File: src/rtl/sched_host_port.sv
// Host-side command agent for the EDF scheduler: register writes in, scheduler command pulses out, IRQ back.
// Build option: define SCHED_HOST_WAKE_FIFO_EN for a WAKE_DEPTH-entry wakeup FIFO; otherwise a single pending slot.
module sched_host_port #(
  parameter int MAX_TASKS  = 32,
  parameter int TIME_BITS  = 32,
  parameter int WAKE_DEPTH = 4,
  localparam int ID_W      = $clog2(MAX_TASKS)
) (
  input  logic                   clk,
  input  logic                   rst,
  input  logic                   wr_valid,
  output logic                   wr_ready,
  input  logic [3:0]             wr_addr,
  input  logic [31:0]            wr_data,
  output logic                   task_valid,
  output logic [ID_W-1:0]        task_id,
  output logic                   task_type,
  output logic                   task_crit,
  output logic [TIME_BITS-1:0]   task_period,
  output logic [TIME_BITS-1:0]   task_vdl,
  output logic [TIME_BITS-1:0]   task_ex_high,
  output logic [TIME_BITS-1:0]   task_ex_low,
  output logic                   wakeup_valid,
  output logic [ID_W-1:0]        wakeup_id,
  output logic                   completion_valid,
  output logic                   completion_succesful,
  output logic [4*ID_W-1:0]      transition_nums,
  output logic                   sched_en,
  input  logic                   sched_interrupt,
  input  logic [ID_W-1:0]        sched_running_task,
  input  logic                   sched_running_valid,
  output logic                   irq,
  output logic [ID_W-1:0]        irq_task,
  output logic [7:0]             irq_overrun
);

  localparam logic [3:0] A_PERIOD = 4'd0;
  localparam logic [3:0] A_VDL    = 4'd1;
  localparam logic [3:0] A_EXHI   = 4'd2;
  localparam logic [3:0] A_EXLO   = 4'd3;
  localparam logic [3:0] A_COMMIT = 4'd4;
  localparam logic [3:0] A_WAKE   = 4'd5;
  localparam logic [3:0] A_DONE   = 4'd6;
  localparam logic [3:0] A_CTRL   = 4'd7;
  localparam logic [3:0] A_ACK    = 4'd8;

  logic            commit_pend;
  logic            done_pend;
  logic            done_success;
  logic            arm;
  logic            wr_fire;
  logic            wq_full;
  logic            wq_nonempty;
  logic            wq_push;
  logic            wq_pop;
  logic [ID_W-1:0] wq_head;

  // Backpressure is decided from registered state only, so a full queue refuses a push even if it pops this cycle.
  always_comb begin
    wr_ready = 1'b1;
    case (wr_addr)
      A_PERIOD, A_VDL, A_EXHI, A_EXLO, A_COMMIT: wr_ready = ~commit_pend;
      A_WAKE:  wr_ready = ~wq_full;
      A_DONE:  wr_ready = ~done_pend;
      default: wr_ready = 1'b1;
    endcase
  end

  assign wr_fire  = wr_valid & wr_ready;
  assign wq_push  = wr_fire & (wr_addr == A_WAKE);
  assign wq_pop   = wakeup_valid;

  assign task_valid           = commit_pend & sched_en;
  // A wakeup for the task being loaded this cycle waits one cycle so the load lands first.
  assign wakeup_valid         = wq_nonempty & sched_en & ~(task_valid & (wq_head == task_id));
  assign wakeup_id            = wq_head;
  assign completion_valid     = done_pend & sched_en & sched_running_valid;
  assign completion_succesful = done_success;

  always_ff @(posedge clk) begin
    if (rst) begin
      commit_pend     <= 1'b0;
      done_pend       <= 1'b0;
      done_success    <= 1'b0;
      task_id         <= '0;
      task_type       <= 1'b0;
      task_crit       <= 1'b0;
      task_period     <= '0;
      task_vdl        <= '0;
      task_ex_high    <= '0;
      task_ex_low     <= '0;
      sched_en        <= 1'b0;
      transition_nums <= '0;
    end else begin
      if (task_valid) commit_pend <= 1'b0;
      // Completion with no running task is stale and dropped silently.
      if (done_pend && sched_en) done_pend <= 1'b0;
      if (wr_fire) begin
        case (wr_addr)
          A_PERIOD: task_period  <= TIME_BITS'(wr_data);
          A_VDL:    task_vdl     <= TIME_BITS'(wr_data);
          A_EXHI:   task_ex_high <= TIME_BITS'(wr_data);
          A_EXLO:   task_ex_low  <= TIME_BITS'(wr_data);
          A_COMMIT: begin
            task_id     <= wr_data[ID_W-1:0];
            task_type   <= wr_data[5];
            task_crit   <= wr_data[6];
            commit_pend <= 1'b1;
          end
          A_DONE: begin
            done_success <= wr_data[0];
            done_pend    <= 1'b1;
          end
          A_CTRL: begin
            sched_en <= wr_data[0];
            for (int k = 0; k < 4; k++)
              transition_nums[k*ID_W +: ID_W] <= wr_data[2+5*k +: ID_W];
          end
          default: ;
        endcase
      end
    end
  end

  // Capture wins over a same-edge acknowledge so a fresh switch is never lost.
  always_ff @(posedge clk) begin
    if (rst) begin
      arm         <= 1'b0;
      irq         <= 1'b0;
      irq_task    <= '0;
      irq_overrun <= '0;
    end else begin
      arm <= sched_interrupt;
      if (arm) begin
        irq      <= 1'b1;
        irq_task <= sched_running_task;
        if (irq && irq_overrun != 8'hFF) irq_overrun <= irq_overrun + 8'd1;
      end else if (wr_fire && wr_addr == A_ACK) begin
        irq <= 1'b0;
      end
    end
  end

`ifdef SCHED_HOST_WAKE_FIFO_EN
  localparam int PTR_W = $clog2(WAKE_DEPTH);

  logic [ID_W-1:0]  wq_mem [WAKE_DEPTH];
  logic [PTR_W-1:0] wq_rd;
  logic [PTR_W-1:0] wq_wr;
  logic [PTR_W:0]   wq_cnt;

  assign wq_full     = (wq_cnt == (PTR_W+1)'(WAKE_DEPTH));
  assign wq_nonempty = (wq_cnt != '0);
  assign wq_head     = wq_mem[wq_rd];

  always_ff @(posedge clk) begin
    if (rst) begin
      wq_rd  <= '0;
      wq_wr  <= '0;
      wq_cnt <= '0;
    end else begin
      if (wq_push) begin
        wq_mem[wq_wr] <= wr_data[ID_W-1:0];
        wq_wr         <= wq_wr + PTR_W'(1);
      end
      if (wq_pop) wq_rd <= wq_rd + PTR_W'(1);
      case ({wq_push, wq_pop})
        2'b10:   wq_cnt <= wq_cnt + (PTR_W+1)'(1);
        2'b01:   wq_cnt <= wq_cnt - (PTR_W+1)'(1);
        default: ;
      endcase
    end
  end
`else
  logic            wq_occ;
  logic [ID_W-1:0] wq_id;

  assign wq_full     = wq_occ;
  assign wq_nonempty = wq_occ;
  assign wq_head     = wq_id;

  // Push is only accepted when empty and pop only happens when occupied, so they never collide.
  always_ff @(posedge clk) begin
    if (rst) begin
      wq_occ <= 1'b0;
      wq_id  <= '0;
    end else if (wq_push) begin
      wq_occ <= 1'b1;
      wq_id  <= wr_data[ID_W-1:0];
    end else if (wq_pop) begin
      wq_occ <= 1'b0;
    end
  end
`endif

endmodule

File: config.mk
export PLATFORM = sky130hd
export DESIGN_NAME = sched_host_port
export DESIGN_NICKNAME = d
export VERILOG_FILES = /design/src/rtl/sched_host_port.sv
export SDC_FILE = /design/constraint.sdc
export NUM_CORES = 1
export LEC_CHECK = 0
export BUFFER_PORTS_ARGS = -buffer_cell sky130_fd_sc_hd__buf_4
export CAP_MARGIN = 30
export CORE_UTILIZATION = 45
export DETAILED_ROUTE_END_ITERATION = 12
export PLACE_DENSITY_LB_ADDON = 0.25
export SLEW_MARGIN = 40
export SYNTH_ARGS = -nofsm -noshare
export SYNTH_HDL_FRONTEND = slang
export SYNTH_SLANG_ARGS = --single-unit
export TNS_END_PERCENT = 100
File: constraint.sdc
create_clock -name clk -period 2.8 [get_ports clk]
set_input_delay 0.84 -clock clk [delete_from_list [all_inputs] [get_ports clk]]
set_output_delay 0.84 -clock clk [all_outputs]
set_load 0.01 [all_outputs]
# Word-level counts from Yosys, hierarchy flattened
# Index checks and enable logic that the tools add are counted.
[word_totals] reg_bits=180 in_bits=46 output_inout_bits=180 wordCells=67
[classes] addsub=1 eq_ne=10 mux=11 bitwise_logic=12 reduce_logical=15
[ops] op="$eq A4 B3 Y1 const B" count=4
[ops] op="$reduce_and A2 Y1" count=8
[ops] op="$mux W1" count=10
[ops] op="$add A8 B1 Y8 const B" count=1
[ops] op="$and A1 B1 Y1" count=8
[ops] op="$eq A4 B2 Y1 const B" count=2
[ops] op="$ne A8 B8 Y1 const B" count=1
[ops] op="$eq A5 B5 Y1" count=1
[ops] op="$reduce_or A5 Y1" count=1
[ops] op="$eq A4 B1 Y1 const B" count=1
[ops] op="$eq A4 B4 Y1 const B" count=1
[ops] op="$logic_not A4 Y1" count=1
[ops] op="$not A1 Y1" count=4
[ops] op="$reduce_bool A2 Y1" count=2
[ops] op="$logic_and A1 B1 Y1" count=3
[ops] op="$pmux W1 S3" count=1

# Logic depth before layout (Yosys ltp)
[logic_depth] depth_word=7 mapped_depth=7 depth_no_buf=5

# Least setup slack after synthesis
# No wires, ideal clock.
[synth_timing] path_kind="input-to-output" startpoint="input wr_addr[1]" endpoint="output wr_ready" t_arrival_ns=1.514 required_ns=1.960 path_slack_ns=0.446 path_stages=4 n_path_buf=1 cell_sequence="buf_6 > inv_1 > a21oi_1 > a221o_2"
[synth_via] elab_chain_len=3 elab_cells_between_ends=9 classes_between="eq/ne (6); mux (1); reduce/logical (2)"
[synth_rtl] item="start: declaration" line="13" text="input logic [3:0] wr_addr,"
[synth_rtl] item="$eq A4 B3 Y1 (tied with other cells)" line="61" text="case (wr_addr)"
[synth_rtl] item="$reduce_or A5 Y1" line="61"
[synth_rtl] item="$pmux W1 S3 *" line="61"
[synth_rtl] item="end: declaration" line="12" text="output logic wr_ready,"
# Mark *: on every way between the ends. The rest lies on a longest branch, timed or not.

# Worst setup path in the final report
# Same ends and word-level chain as after synthesis.

==> results.yml <==
outcome:
  result_of_the_run: "finished clean"
setup_path:
  critical_path.startpoint: "wr_addr[1]"
  worstSetupEndpointType: "primary output"
  worst-endpoint-required_ns: 1.96
  critPathArrivalTime_ns: 1.74
  critPathMaxFanout: 9
  timing.critical_path.from_type: "input pin"
  reg2reg_depth: 5
  critPathCapture: "wr_ready"
  reg2reg_to: "task_period[12]"
  timing.setup.critical_path_class: "input pin to primary output"
  worstReg2RegStart: "commit_pend"
  rrSetupSlack_ns: 1.13
floorplanning:
  chipWidth_um: 123
  placementRows: 43
  floorplan.core_area_um2: 14100
  fp.dieArea_um2: 15200
  top_level_ports: 226
  initial_core_util_pct: 46.8
  die_y_um: 123
synthesis:
  syn-cell-area_um2: 6600
  top_post_synthesis_cells_by_count: "sky130_fd_sc_hd__nand2_1, sky130_fd_sc_hd__dfxtp_1, sky130_fd_sc_hd__a21oi_1"
  yosysTopAreaCell: "sky130_fd_sc_hd__dfxtp_1"
  share_of_the_yosys_chip_area_belonging_to_registers_pct: 54.6
  synth_most_common_cell: "sky130_fd_sc_hd__nand2_1"
  synthesis.instances: 802
  synthTopCellsByArea: "sky130_fd_sc_hd__dfxtp_1, sky130_fd_sc_hd__nand2_1, sky130_fd_sc_hd__a21oi_1"
  postSynthNetCount: 849
  netlist.area_leader.share_pct: 54.6
  synth_async_sr_flop_share_pct: 0
  dominantRegCellSynth: "sky130_fd_sc_hd__dfxtp_1"
  ys_seq_elements: 180
  ys_types: 40
  yosysWarningCount: 0
  synth_edf_count: 0
  syn_area_per_cell_um2: 8.23
run:
  maxCapViolations: 0
sta:
  finalMaxSlewViolations: 0
  worst_slew_margin_rel_pct: 64.9
  worst_slew_pin_slew_ns: 0.525
  achievable-frequency_ghz: 0.388
  accumulated_negative_setup_slack_ns: 0
  finalHoldViolations: 0
  report.final.setup_viol: 0
  crit_share_post_route_pct: 92.0
  post_layout_minimum_cycle_time_ns: 2.58
  finClkSkew_ns: 0.00973
  setup_repair_after_global_routing_missed_its_margin: "no"
global_route:
  antenna_found_initial: 0
  first_global_vias: 5493
  grt_overflow_total: 0
  global_route.usage.total_pct: 24.2
  grt_max_degree: 79
  grt_first_pass_wirelength_um: 28200
placed_design:
  dp_cells: 1168
  numPortBuffers: 225
  dp_hpwl_um: 12400
  place.gp.congestion: 0.802
finish:
  layout-area-overhead-vs-synth_pct: 35.1
  fin_util_pct: 63.3
  fin_nets: 1054
  antenna_cells: 0
  finalNonFillerCells: 1199
  drive_above_1_share_pct: 28.2
drt:
  postRouteWirelength_um: 18500
  first_pass_iters: 4
  initialDrtViolationCount: 380
  route.detailed.drc: 0
  dr_total_vias: 5996
  postRouteAntennaNets: 0
  viasPerCell: 5.00
  wl_per_cell_um: 15.5
pwr:
  pwr-share-comb_pct: 6.1
  p_leak_nw: 3.70
  switching_share_pct: 23.0
  power.sequential.fraction_pct: 51.4
  pnr_total_power_w: 0.00510
  p_int_w: 0.00393
  peakVddDrop_mv: 0.431
  p_sw_w: 0.00117
  pwr_density_cell_nw_per_um2: 571
  proportion_of_power_drawn_by_the_clock_network_pct: 42.5
clock_network:
  clkTransAtPathRegs_ns: 0.06
  clock_insertion_delay_worst_skew_ns: 0.42
  h-tree-depth: 4
  clock_sinks: 180
  post-cts-setup-buffer-count: 0
  cts_hold_buffers: 0
  tritoncts: "built"
  cts_buffers: 17
  postCtsResizedCells: 0
  cts.path.max_buffers: 2
  ctsRootBufferMaster: "sky130_fd_sc_hd__clkbuf_16"
hold_path:
  worst_hold_path_type: "flip-flop to flip-flop"
power by group through the flow:
stage	Clock, W	Combinational (W)	Sequential (W)
2_1_floorplan	0	0.000129	0.00269
3_3_place_gp	0	0.000310	0.00268
3_5_place_dp	0	0.000311	0.00268
4_1_cts	0.00220	0.000312	0.00262
5_1_grt	0.00229	0.000338	0.00262
6_report	0.00217	0.000311	0.00262
routing by layer:
| layer | share of wire [%] | GRT usage, % | routed length [um] |
|---|---|---|---|
| met1 | 44 | 29.8 | 8160 |
| met2 | 48 | 40.9 | 8880 |
| met3 | 6.1 | 6.32 | 1130 |
| met4 | 2.0 | 8.51 | 374 |
| met5 | 0 | 0 | 0 |
registers in the layout, summed over array words and instances (netlist names):
register / count
transition_nums: 20
task_type: 1
wq_full: 1
task_vdl: 32
irq_task: 5
task_period: 32
task_crit: 1
task_id: 5
task_ex_high: 32
wakeup_id: 5
arm: 1
commit_pend: 1
task_ex_low: 32
completion_succesful: 1
sched_en: 1
done_pend: 1
irq_overrun: 8
irq: 1
cells by family after synthesis:
family                   synth area share, %
AO/OA/AOI/OAI                           13.8
XOR/XNOR                               0.929
adder cells (fa/ha/maj)                0.189
buffers and inverters                   4.95
flip-flops                              54.6
multiplexers                            2.88
AND/OR/NAND/NOR                         22.7
area by class of cell:
| class | count | area, um2 |
|---|---|---|
| clock inverter | 7 | 51.3 |
| sequential | 180 | 3600 |
| fill | 1238 | 5170 |
| multi-input combinational | 561 | 2680 |
| inverter | 4 | 15.0 |
| timing repair buffer | 243 | 1870 |
| tap | 180 | 225 |
| clock buffer | 24 | 482 |
stage by stage:
step           hold slack [ns]  worst slack [ns]  instance area, um2
4_1_cts                  0.455             0.230                8920
6_report                 0.453             0.224                8920
3_3_place_gp             0.442             0.250                8390
3_5_place_dp             0.447             0.230                8390
2_1_floorplan            0.467             0.446                6600
5_1_grt                  0.469             0.195                8920
critical path: stages:
cell and delay [ns]:
sky130_fd_sc_hd__buf_4 0.14, sky130_fd_sc_hd__inv_1 0.16, sky130_fd_sc_hd__a21oi_1 0.10, sky130_fd_sc_hd__a221o_2 0.34, sky130_fd_sc_hd__buf_4 0.15
cells in the final DEF (no fill, tap or decap), types with 2 or more instances in the layout:
master and n:
sky130_fd_sc_hd__a21oi_1 149, sky130_fd_sc_hd__a21oi_2 9, sky130_fd_sc_hd__and2_1 2, sky130_fd_sc_hd__and3_1 3
sky130_fd_sc_hd__buf_12 3, sky130_fd_sc_hd__buf_4 239, sky130_fd_sc_hd__clkbuf_1 4, sky130_fd_sc_hd__clkbuf_16 17
sky130_fd_sc_hd__clkbuf_8 3, sky130_fd_sc_hd__clkinv_2 2, sky130_fd_sc_hd__clkinv_4 3, sky130_fd_sc_hd__clkinvlp_4 2
sky130_fd_sc_hd__dfxtp_1 180, sky130_fd_sc_hd__inv_1 4, sky130_fd_sc_hd__mux2i_1 19, sky130_fd_sc_hd__nand2_1 306
sky130_fd_sc_hd__nand2b_1 3, sky130_fd_sc_hd__nand3_1 6, sky130_fd_sc_hd__nand3b_1 3, sky130_fd_sc_hd__nor2_1 25
sky130_fd_sc_hd__nor2b_1 2, sky130_fd_sc_hd__nor3_1 2, sky130_fd_sc_hd__nor4_1 2, sky130_fd_sc_hd__o211ai_1 2
sky130_fd_sc_hd__or4_1 4, sky130_fd_sc_hd__xor2_1 6
worst min path at each step:
stage                           end  slack [ns]  cells past startpoint            start
CTS                     task_vdl[6]        0.45                      2      task_vdl[6]
detailed placement      task_vdl[6]        0.45                      2      task_vdl[6]
finish              task_ex_low[29]        0.45                      2  task_ex_low[29]
global placement     task_period[3]        0.44                      2   task_period[3]
global route        task_ex_low[29]        0.47                      2  task_ex_low[29]
floorplan                 done_pend        0.47                      2        done_pend
Note: power is estimated with default switching activity, not from simulation.
